### src/rtl/lfsr_color_seq.sv
// rtl/lfsr_color_seq.sv - Galois-LFSR colour sequence source with replayable seed
module lfsr_color_seq #(
    parameter int                    SEED_WIDTH = 16,
    parameter logic [SEED_WIDTH-1:0] TAPS       = 16'hB400,
    parameter logic [SEED_WIDTH-1:0] ZERO_SUB   = 16'hACE1,
    parameter int                    LEN_W      = 6
) (
    input  logic                  clk,
    input  logic                  rst_n,
    input  logic [SEED_WIDTH-1:0] seed_in,
    input  logic                  seed_load,
    input  logic                  restart,
    input  logic [LEN_W-1:0]      seq_len,
    input  logic                  color_ready,
    output logic                  color_valid,
    output logic [1:0]            color_out,
    output logic [LEN_W-1:0]      color_idx,
    output logic                  seq_done,
    output logic                  seeded
);

    typedef enum logic [1:0] {
        S_EMPTY   = 2'd0,
        S_PRESENT = 2'd1,
        S_STEP    = 2'd2,
        S_DONE    = 2'd3
    } state_t;

    state_t                state_q, state_d;
    logic [SEED_WIDTH-1:0] seed_hold_q, seed_hold_d;
    logic [SEED_WIDTH-1:0] lfsr_q, lfsr_d;
    logic [LEN_W-1:0]      len_q, len_d;
    logic [LEN_W-1:0]      idx_q, idx_d;
    logic                  seeded_q, seeded_d;

    logic [SEED_WIDTH-1:0] load_seed;
    logic [LEN_W-1:0]      idx_next;
    state_t                start_state;

    // One right-shift Galois step; the feedback mask is folded in when the bit shifted out is 1.
    function automatic logic [SEED_WIDTH-1:0] galois_step(input logic [SEED_WIDTH-1:0] s);
        return (s >> 1) ^ (s[0] ? TAPS : '0);
    endfunction

    // An all-zero seed would lock the LFSR at zero, so it is replaced by a fixed non-zero seed.
    assign load_seed   = (seed_in == '0) ? ZERO_SUB : seed_in;
    assign idx_next    = idx_q + LEN_W'(1);
    assign start_state = (seq_len == '0) ? S_DONE : S_PRESENT;

    // Next-state logic: seed_load beats restart, which beats an ordinary handshake.
    always_comb begin
        state_d     = state_q;
        seed_hold_d = seed_hold_q;
        lfsr_d      = lfsr_q;
        len_d       = len_q;
        idx_d       = idx_q;
        seeded_d    = seeded_q;

        if (seed_load) begin
            seed_hold_d = load_seed;
            lfsr_d      = load_seed;
            len_d       = seq_len;
            idx_d       = '0;
            seeded_d    = 1'b1;
            state_d     = start_state;
        end else if (restart && (state_q != S_EMPTY)) begin
            lfsr_d  = seed_hold_q;
            len_d   = seq_len;
            idx_d   = '0;
            state_d = start_state;
        end else begin
            case (state_q)
                S_PRESENT: begin
                    if (color_ready) begin
                        lfsr_d = galois_step(galois_step(lfsr_q));
                        if (idx_next == len_q) begin
                            state_d = S_DONE;
                        end else begin
                            idx_d   = idx_next;
                            state_d = S_STEP;
                        end
                    end
                end
                S_STEP:  state_d = S_PRESENT;
                default: state_d = state_q;
            endcase
        end
    end

    // State and datapath registers; reset clears everything including the seeded flag.
    always_ff @(posedge clk or negedge rst_n) begin
        if (!rst_n) begin
            state_q     <= S_EMPTY;
            seed_hold_q <= '0;
            lfsr_q      <= '0;
            len_q       <= '0;
            idx_q       <= '0;
            seeded_q    <= 1'b0;
        end else begin
            state_q     <= state_d;
            seed_hold_q <= seed_hold_d;
            lfsr_q      <= lfsr_d;
            len_q       <= len_d;
            idx_q       <= idx_d;
            seeded_q    <= seeded_d;
        end
    end

    // Outputs decode registered state only, so no input reaches an output combinationally.
    assign color_valid = (state_q == S_PRESENT);
    assign color_out   = color_valid ? lfsr_q[1:0] : 2'b00;
    assign color_idx   = idx_q;
    assign seq_done    = (state_q == S_DONE);
    assign seeded      = seeded_q;

endmodule

### config.mk
export PLATFORM = sky130hd
export DESIGN_NAME = lfsr_color_seq
export DESIGN_NICKNAME = d
export VERILOG_FILES = /design/src/rtl/lfsr_color_seq.sv
export SDC_FILE = /design/constraint.sdc
export NUM_CORES = 1
export LEC_CHECK = 0
export CORE_MARGIN = 3
export CORE_UTILIZATION = 50
export CTS_BUF_LIST = sky130_fd_sc_hd__clkbuf_8
export DETAILED_ROUTE_END_ITERATION = 7
export GPL_TIMING_DRIVEN = 1
export PLACE_DENSITY = 0.73
export RECOVER_POWER = 50
export SLEW_MARGIN = 15
export SYNTH_ARGS = -nofsm -noshare
export SYNTH_HDL_FRONTEND = slang
export SYNTH_SLANG_ARGS = --single-unit
### constraint.sdc
create_clock -name clk -period 2.85 [get_ports clk]
set_input_delay 0.7125 -clock clk [delete_from_list [all_inputs] [get_ports clk]]
set_output_delay 0.7125 -clock clk [all_outputs]
set_load 0.05 [all_outputs]
==> results.py, run 1 <==
metrics = {
    "routing": {
        "postRouteAntennaNets": 0,
        "detail_route.first_pass.iterations": 4,
        "drt_drc_violations_left": 0,
        "wl_per_cell_microns": 14.7,
        "drt-initial-drc-count": 143,
        "via_per_inst": 5.54,
        "vias": 2120,
        "routed_wl_mm": 5.62,
    },
    "timing": {
        "finalSetupViolations": 0,
        "slew_viol_final": 0,
        "layout_worst_path_cycle_share_pct": 94.9,
        "fin_hold_ws_ps": 475,
        "timing.final.crit_period_ps": 2700,
        "setup_total_negative_slack_ps": 0,
        "worst_slew_pin_slew_ps": 1140,
        "max_clock_freq_mhz": 370,
        "maxSlewHeadroom_pct": 24.1,
        "hold_fails_final_rpt": 0,
        "skew_ps": 6.85,
        "grt_setup_unrepaired": "false",
    },
    "global_route": {
        "grt_antenna_before_repair": 0,
        "grt_util_all_layers_pct": 20.3,
        "grt_pass1_wl_mm": 9.68,
        "grt_remaining_overflow": 0,
        "via_count_of_the_first_global_routing_pass": 1998,
        "largest_net_degree_at_the_start_of_global_routing": 28,
    },
    "yosys": {
        "yosysMostFrequentCell": "dfrtp_1",
        "synthCells": 279,
        "synth_area_leader_cell": "dfrtp_1",
        "mappedNetlistArea_sq_um": 2540,
        "ys_ff_latch": 47,
        "synth.avg_cell_area_sq_um": 9.12,
        "synth.yosys.seq_area_share_pct": 46.2,
        "ys_top_cells_by_count": "dfrtp_1 (47), nand2_1 (44), o21ai_1 (25)",
        "synth-async-reset-ratio_pct": 100,
        "synth_flop_cell": "dfrtp_1",
        "count_of_flip_flops_with_a_built_in_enable_after_synthesis": 0,
        "yosys-top-cells-area": "dfrtp_1 (46%), nand2_1 (6.5%), o21ai_1 (4.9%)",
        "mappedNetlistNets": 307,
        "netlist-cell-type-count": 46,
        "post-synth-top-area-fraction_pct": 46.2,
        "yosysWarnings": 0,
    },
    "cts": {
        "tritoncts": "built",
        "cts_setup_buffers": 0,
        "htreeDepth": 2,
        "clock-sinks": 47,
        "cts_made_buffers": 5,
        "cts-root-buf": "clkbuf_8",
        "cts_repair_resize_count": 0,
        "cts_max_path_buffers": 2,
        "cts.reportedPaths.clkPinSlew_ps": 90,
        "cts.hold.buffers_added": 0,
        "insertion_delay_ps": 310,
    },
    "die": {
        "num_rows": 25,
        "effective_utilization_at_floorplan_pct": 52.8,
        "fp.dieW_microns": 77.3,
        "die_area_sq_um": 5980,
        "io-pin-count": 38,
        "die_height_microns": 77.3,
        "floorplan.core_area_sq_um": 4820,
    },
    "flow_run": {
        "cap_violations": 0,
    },
    "power": {
        "p_leak_nw": 1.26,
        "power_density_nw_per_um2": 504,
        "power_switching_share_pct": 30.6,
        "p_sw_mw": 0.473,
        "p_comb_share_pct": 22.9,
        "finalPower_mw": 1.55,
        "internal-power_mw": 1.07,
        "seqPwrFrac_pct": 50.6,
        "vdd.ir_drop.worst_mv": 0.327,
        "clock_power_share_pct": 26.5,
    },
    "critical_path": {
        "cp_data_required_time_ps": 2140,
        "worstSetupPathType": "flop to output pin",
        "worst-path-max-fanout": 7,
        "crit-reg2reg-launch": "color_idx[0]$_DFFE_PN0P_",
        "r2r_slack_ps": 470,
        "setup.worst_path.start_class": "flop",
        "setup.worst_path.end_class": "output pin",
        "worstPathArrival_ps": 1990,
        "startpoint": "state_q[0]$_DFFE_PN0P_",
    },
    "finish": {
        "growth_of_design_area_from_synthesis_to_finish_pct": 20.5,
        "final_util_pct": 63.6,
        "n_antenna_cell": 0,
        "multi_input_area_sq_um": 1230,
        "final_layout_size_suffix_gt1_share_pct": 9.18,
        "number_of_filler_cells_placed_in_the_layout": 434,
        "layout.area.seq_sq_um": 1180,
        "postLayoutCellArea_sq_um": 3070,
        "num-nets-final": 343,
    },
    "hold_path": {
        "holdCritStartpoint": "seeded$_DFFE_PN0P_",
        "holdCritPathClass": "flop to flop",
    },
    "placed_design": {
        "gpl.final_weighted_congestion": 0.898,
        "place_hpwl_mm": 4.16,
        "place.port_buffers": 37,
        "dpl_cell_area_sq_um": 2990,
    },
    "status": {
        "run_status": "complete, no violations",
    },
}
[path summary, 6_finish.rpt]
| kind | endpoint | depth (start not counted) |
|---|---|---|
| max in group asynchronous | lfsr_q[14]$_DFFE_PN0P_ | 2 |
| min in group asynchronous | color_idx[5]$_DFFE_PN0P_ | 1 |
| max reg2reg | color_idx[3]$_DFFE_PN0P_ | 6 |
| min reg2reg | seeded$_DFFE_PN0P_ | 1 |
| max | color_out[0] | 3 |
| min | seeded$_DFFE_PN0P_ | 1 |
[cells in the final DEF, fill, tap and decap left out, types with 8 or more instances in the layout]
cell             instances
a21oi_1                 14
o22a_1                   8
o22ai_1                 10
o21ai_1                 24
inv_1                   13
buf_4                    8
dfrtp_1                 47
nor2_1                  14
nand2_1                 44
xnor2_1                 10
clkdlybuf4s50_1         35
[layer usage]
layer / global-route usage, % / wire length, microns / up-vias / part of all wire (%)
met4: 8.54 / 42 / 0 / 0.75
met2: 30.0 / 2600 / 49 / 46
li1: - / - / 1054 / -
met5: 0 / 0 / - / 0
met1: 29.3 / 2730 / 1013 / 49
met3: 3.60 / 250 / 4 / 4.4
[power groups by stage]
stage	Sequential (mW)	Clock, mW	Combinational, mW
after floorplan	0.780	0	0.247
after global placement	0.794	0	0.352
after detailed placement	0.797	0	0.356
after CTS	0.783	0.422	0.359
after global routing	0.794	0.445	0.394
final	0.783	0.409	0.354
[cell type report]
cell class,instances,area share (%)
multi-input cells,199,40.1
clock buffers,5,2.24
clock inverters,3,0.612
flip-flops and latches,47,38.4
inverters,14,1.71
repair buffers,48,14.2
well taps,67,2.73
[flip-flops by register name (all words and copies together) (netlist names)]
| name | count |
|---|---|
| color_idx | 6 |
| len_q | 6 |
| lfsr_q | 16 |
| seed_hold_q | 16 |
| seeded | 1 |
| state_q | 2 |
[per-stage QoR]
step,setup slack (ps),std cells
6_report,146,383
5_1_grt,68.6,383
4_1_cts,133,383
3_5_place_dp,361,375
3_3_place_gp,342,375
2_1_floorplan,389,279
[kinds of logic after synthesis]
logic type	Yosys count	share of synthesized area [%]
AND/OR/NAND/NOR	91	17.6
AO/OA/AOI/OAI	81	19.8
flip-flops	47	46.2
buffers and inverters	33	5.65
XOR/XNOR	13	4.47
multiplexers	13	5.75
adder cells (fa/ha/maj)	1	0.492
[critical path: stages, from the launching register on]
cell	delay, ps
dfrtp_1	470
nor2b_1	260
and2_1	160
clkdlybuf4s50_1	790
Power figures use the tool's default switching activity.
==> run 2: changes to the inputs <==
CTS_CLUSTER_SIZE = 30   (was unset)
==> results of run 2 <==
No change in the layout: final DEF, timing and power equal those of run 1.
==> run 3: changes to the inputs <==
PLACE_DENSITY = 0.75   (was 0.73)
SETUP_SLACK_MARGIN = 0.1   (was unset)
==> results.py, run 3 (synthesis results as in run 1) <==
metrics = {
    "status": {
        "run_status": "complete, no violations",
    },
    "finish": {
        "final_layout_size_suffix_gt1_share_pct": 9.21,
        "final_util_pct": 63.8,
        "n_antenna_cell": 0,
        "mostFrequentLayoutCell": "dfrtp_1",
        "number_of_filler_cells_placed_in_the_layout": 438,
        "num-nets-final": 342,
        "postLayoutCellArea_sq_um": 3080,
        "layout.cells.non_filler": 382,
        "layout_common_cells": "dfrtp_1 (47), nand2_1 (44), clkdlybuf4s50_1 (33)",
        "largestRegisters": "lfsr_q (16), seed_hold_q (16)",
        "growth_of_design_area_from_synthesis_to_finish_pct": 20.8,
    },
    "critical_path": {
        "cp_top_family": "buffers and inverters",
        "cpPeakStageDelay_ps": 840,
        "worst-path-max-fanout": 7,
        "critical_path_buf_inv_count": 1,
        "critical_path_cell_list": "nor2b_1 -> clkdlybuf4s50_1",
        "setup.worst_path.start_class": "flop",
        "timing.critical_path.slowest_stage_cell": "clkdlybuf4s50_1",
        "r2r_slack_ps": 510,
        "cp_data_required_time_ps": 2140,
        "worstSetupPathType": "flop to output pin",
        "setup.worst_path.end_class": "output pin",
        "worstPathArrival_ps": 1850,
    },
    "timing": {
        "max_clock_freq_mhz": 390,
        "maxSlewHeadroom_pct": 24.0,
        "finalSetupViolations": 0,
        "layout_worst_path_cycle_share_pct": 89.9,
        "grt_setup_unrepaired": "false",
        "slew_viol_final": 0,
        "timing.final.crit_period_ps": 2560,
        "hold_fails_final_rpt": 0,
        "worst_slew_pin_slew_ps": 1140,
        "skew_ps": 10.5,
        "setup_total_negative_slack_ps": 0,
    },
    "routing": {
        "wl_per_cell_microns": 14.4,
        "postRouteAntennaNets": 0,
        "via_per_inst": 5.42,
        "drt-initial-drc-count": 183,
        "drt_drc_violations_left": 0,
        "vias": 2069,
        "detail_route.first_pass.iterations": 5,
        "routed_wl_mm": 5.51,
    },
    "die": {
        "num_rows": 25,
        "floorplan.core_area_sq_um": 4820,
        "io-pin-count": 38,
        "effective_utilization_at_floorplan_pct": 52.8,
        "die_area_sq_um": 5980,
        "fp.dieW_microns": 77.3,
        "die_height_microns": 77.3,
    },
    "power": {
        "p_leak_nw": 1.29,
        "clock_power_share_pct": 27.5,
        "finalPower_mw": 1.57,
        "power_density_nw_per_um2": 510,
        "internal-power_mw": 1.10,
        "power_switching_share_pct": 30.0,
        "p_comb_share_pct": 22.4,
        "vdd.ir_drop.worst_mv": 0.344,
        "seqPwrFrac_pct": 50.1,
        "p_sw_mw": 0.470,
    },
    "placed_design": {
        "place_hpwl_mm": 3.91,
        "dpl_cell_area_sq_um": 2980,
        "place.port_buffers": 37,
        "placedCellCount": 374,
        "gpl.final_weighted_congestion": 0.885,
    },
    "global_route": {
        "via_count_of_the_first_global_routing_pass": 2023,
        "grt_util_all_layers_pct": 20.3,
        "grt_antenna_before_repair": 0,
        "grt_pass1_wl_mm": 9.94,
        "grt_remaining_overflow": 0,
        "largest_net_degree_at_the_start_of_global_routing": 48,
    },
    "cts": {
        "cts_max_path_buffers": 2,
        "tritoncts": "built",
        "cts.hold.buffers_added": 0,
        "cts_made_buffers": 5,
        "cts.reportedPaths.clkPinSlew_ps": 90,
        "htreeDepth": 2,
        "clock-sinks": 47,
        "cts-root-buf": "clkbuf_8",
        "insertion_delay_ps": 300,
    },
    "hold_path": {
        "holdCritPathClass": "flop to flop",
    },
    "flow_run": {
        "cap_violations": 0,
    },
}
run 3: what timing repair did:
item,CTS,global route
endpoints found under the hold margin,0,0
gates resized for setup,0,2
buffers inserted,0,0
setup endpoints to repair,0,2
run 3: worst paths after layout:
kind                                                 end                startpoint  depth (start not counted)
worst min register to register        seeded$_DFFE_PN0P_        seeded$_DFFE_PN0P_                          1
worst max register to register  color_idx[4]$_DFFE_PN0P_  color_idx[0]$_DFFE_PN0P_                          6
worst min-delay path                  seeded$_DFFE_PN0P_        seeded$_DFFE_PN0P_                          1
worst max-delay path                         color_valid    state_q[0]$_DFFE_PN0P_                          2
min in group asynchronous       color_idx[5]$_DFFE_PN0P_                     rst_n                          2
max in group asynchronous         lfsr_q[15]$_DFFE_PN0P_                     rst_n                          2
run 3: through the flow:
stage	hold WS, ps	setup WS (ps)
global route	516	194
global placement	449	329
floorplan	417	389
detailed placement	447	301
CTS	472	155
finish	468	287
run 3: area by class of cell:
class	instances	area [sq um]	area share [%]
Multi-Input combinational cell	199	1230	40.0
Sequential cell	47	1180	38.2
Timing Repair Buffer	47	435	14.2
Tap cell	67	83.8	2.73
Clock buffer	6	82.6	2.69
Inverter	14	52.6	1.71
Clock inverter	2	16.3	0.529
run 3: worst reg2reg max path, stage by stage, from the launching register on:
cell     delay (ps)
dfrtp_1         470
ha_1            300
nand3_2         130
o21ba_1         200
or3_1           540
or4_1           550
nand4_1          90
run 3: power groups by stage:
stage                     clock [mW]  combinational [mW]  sequential (mW)
after CTS                      0.443               0.357            0.785
final                          0.430               0.351            0.785
after detailed placement           0               0.354            0.798
after global placement             0               0.350            0.795
after floorplan                    0               0.247            0.780
after global routing           0.470               0.393            0.795
run 3: layer usage:
| metal | wire length (microns) | vias to the layer above | track usage (%) |
|---|---|---|---|
| met5 | 0 | - | 0 |
| met4 | 53 | 0 | 5.34 |
| met3 | 211 | 8 | 3.83 |
| met2 | 2380 | 39 | 29.4 |
| met1 | 2860 | 967 | 31.1 |
| li1 | - | 1055 | - |
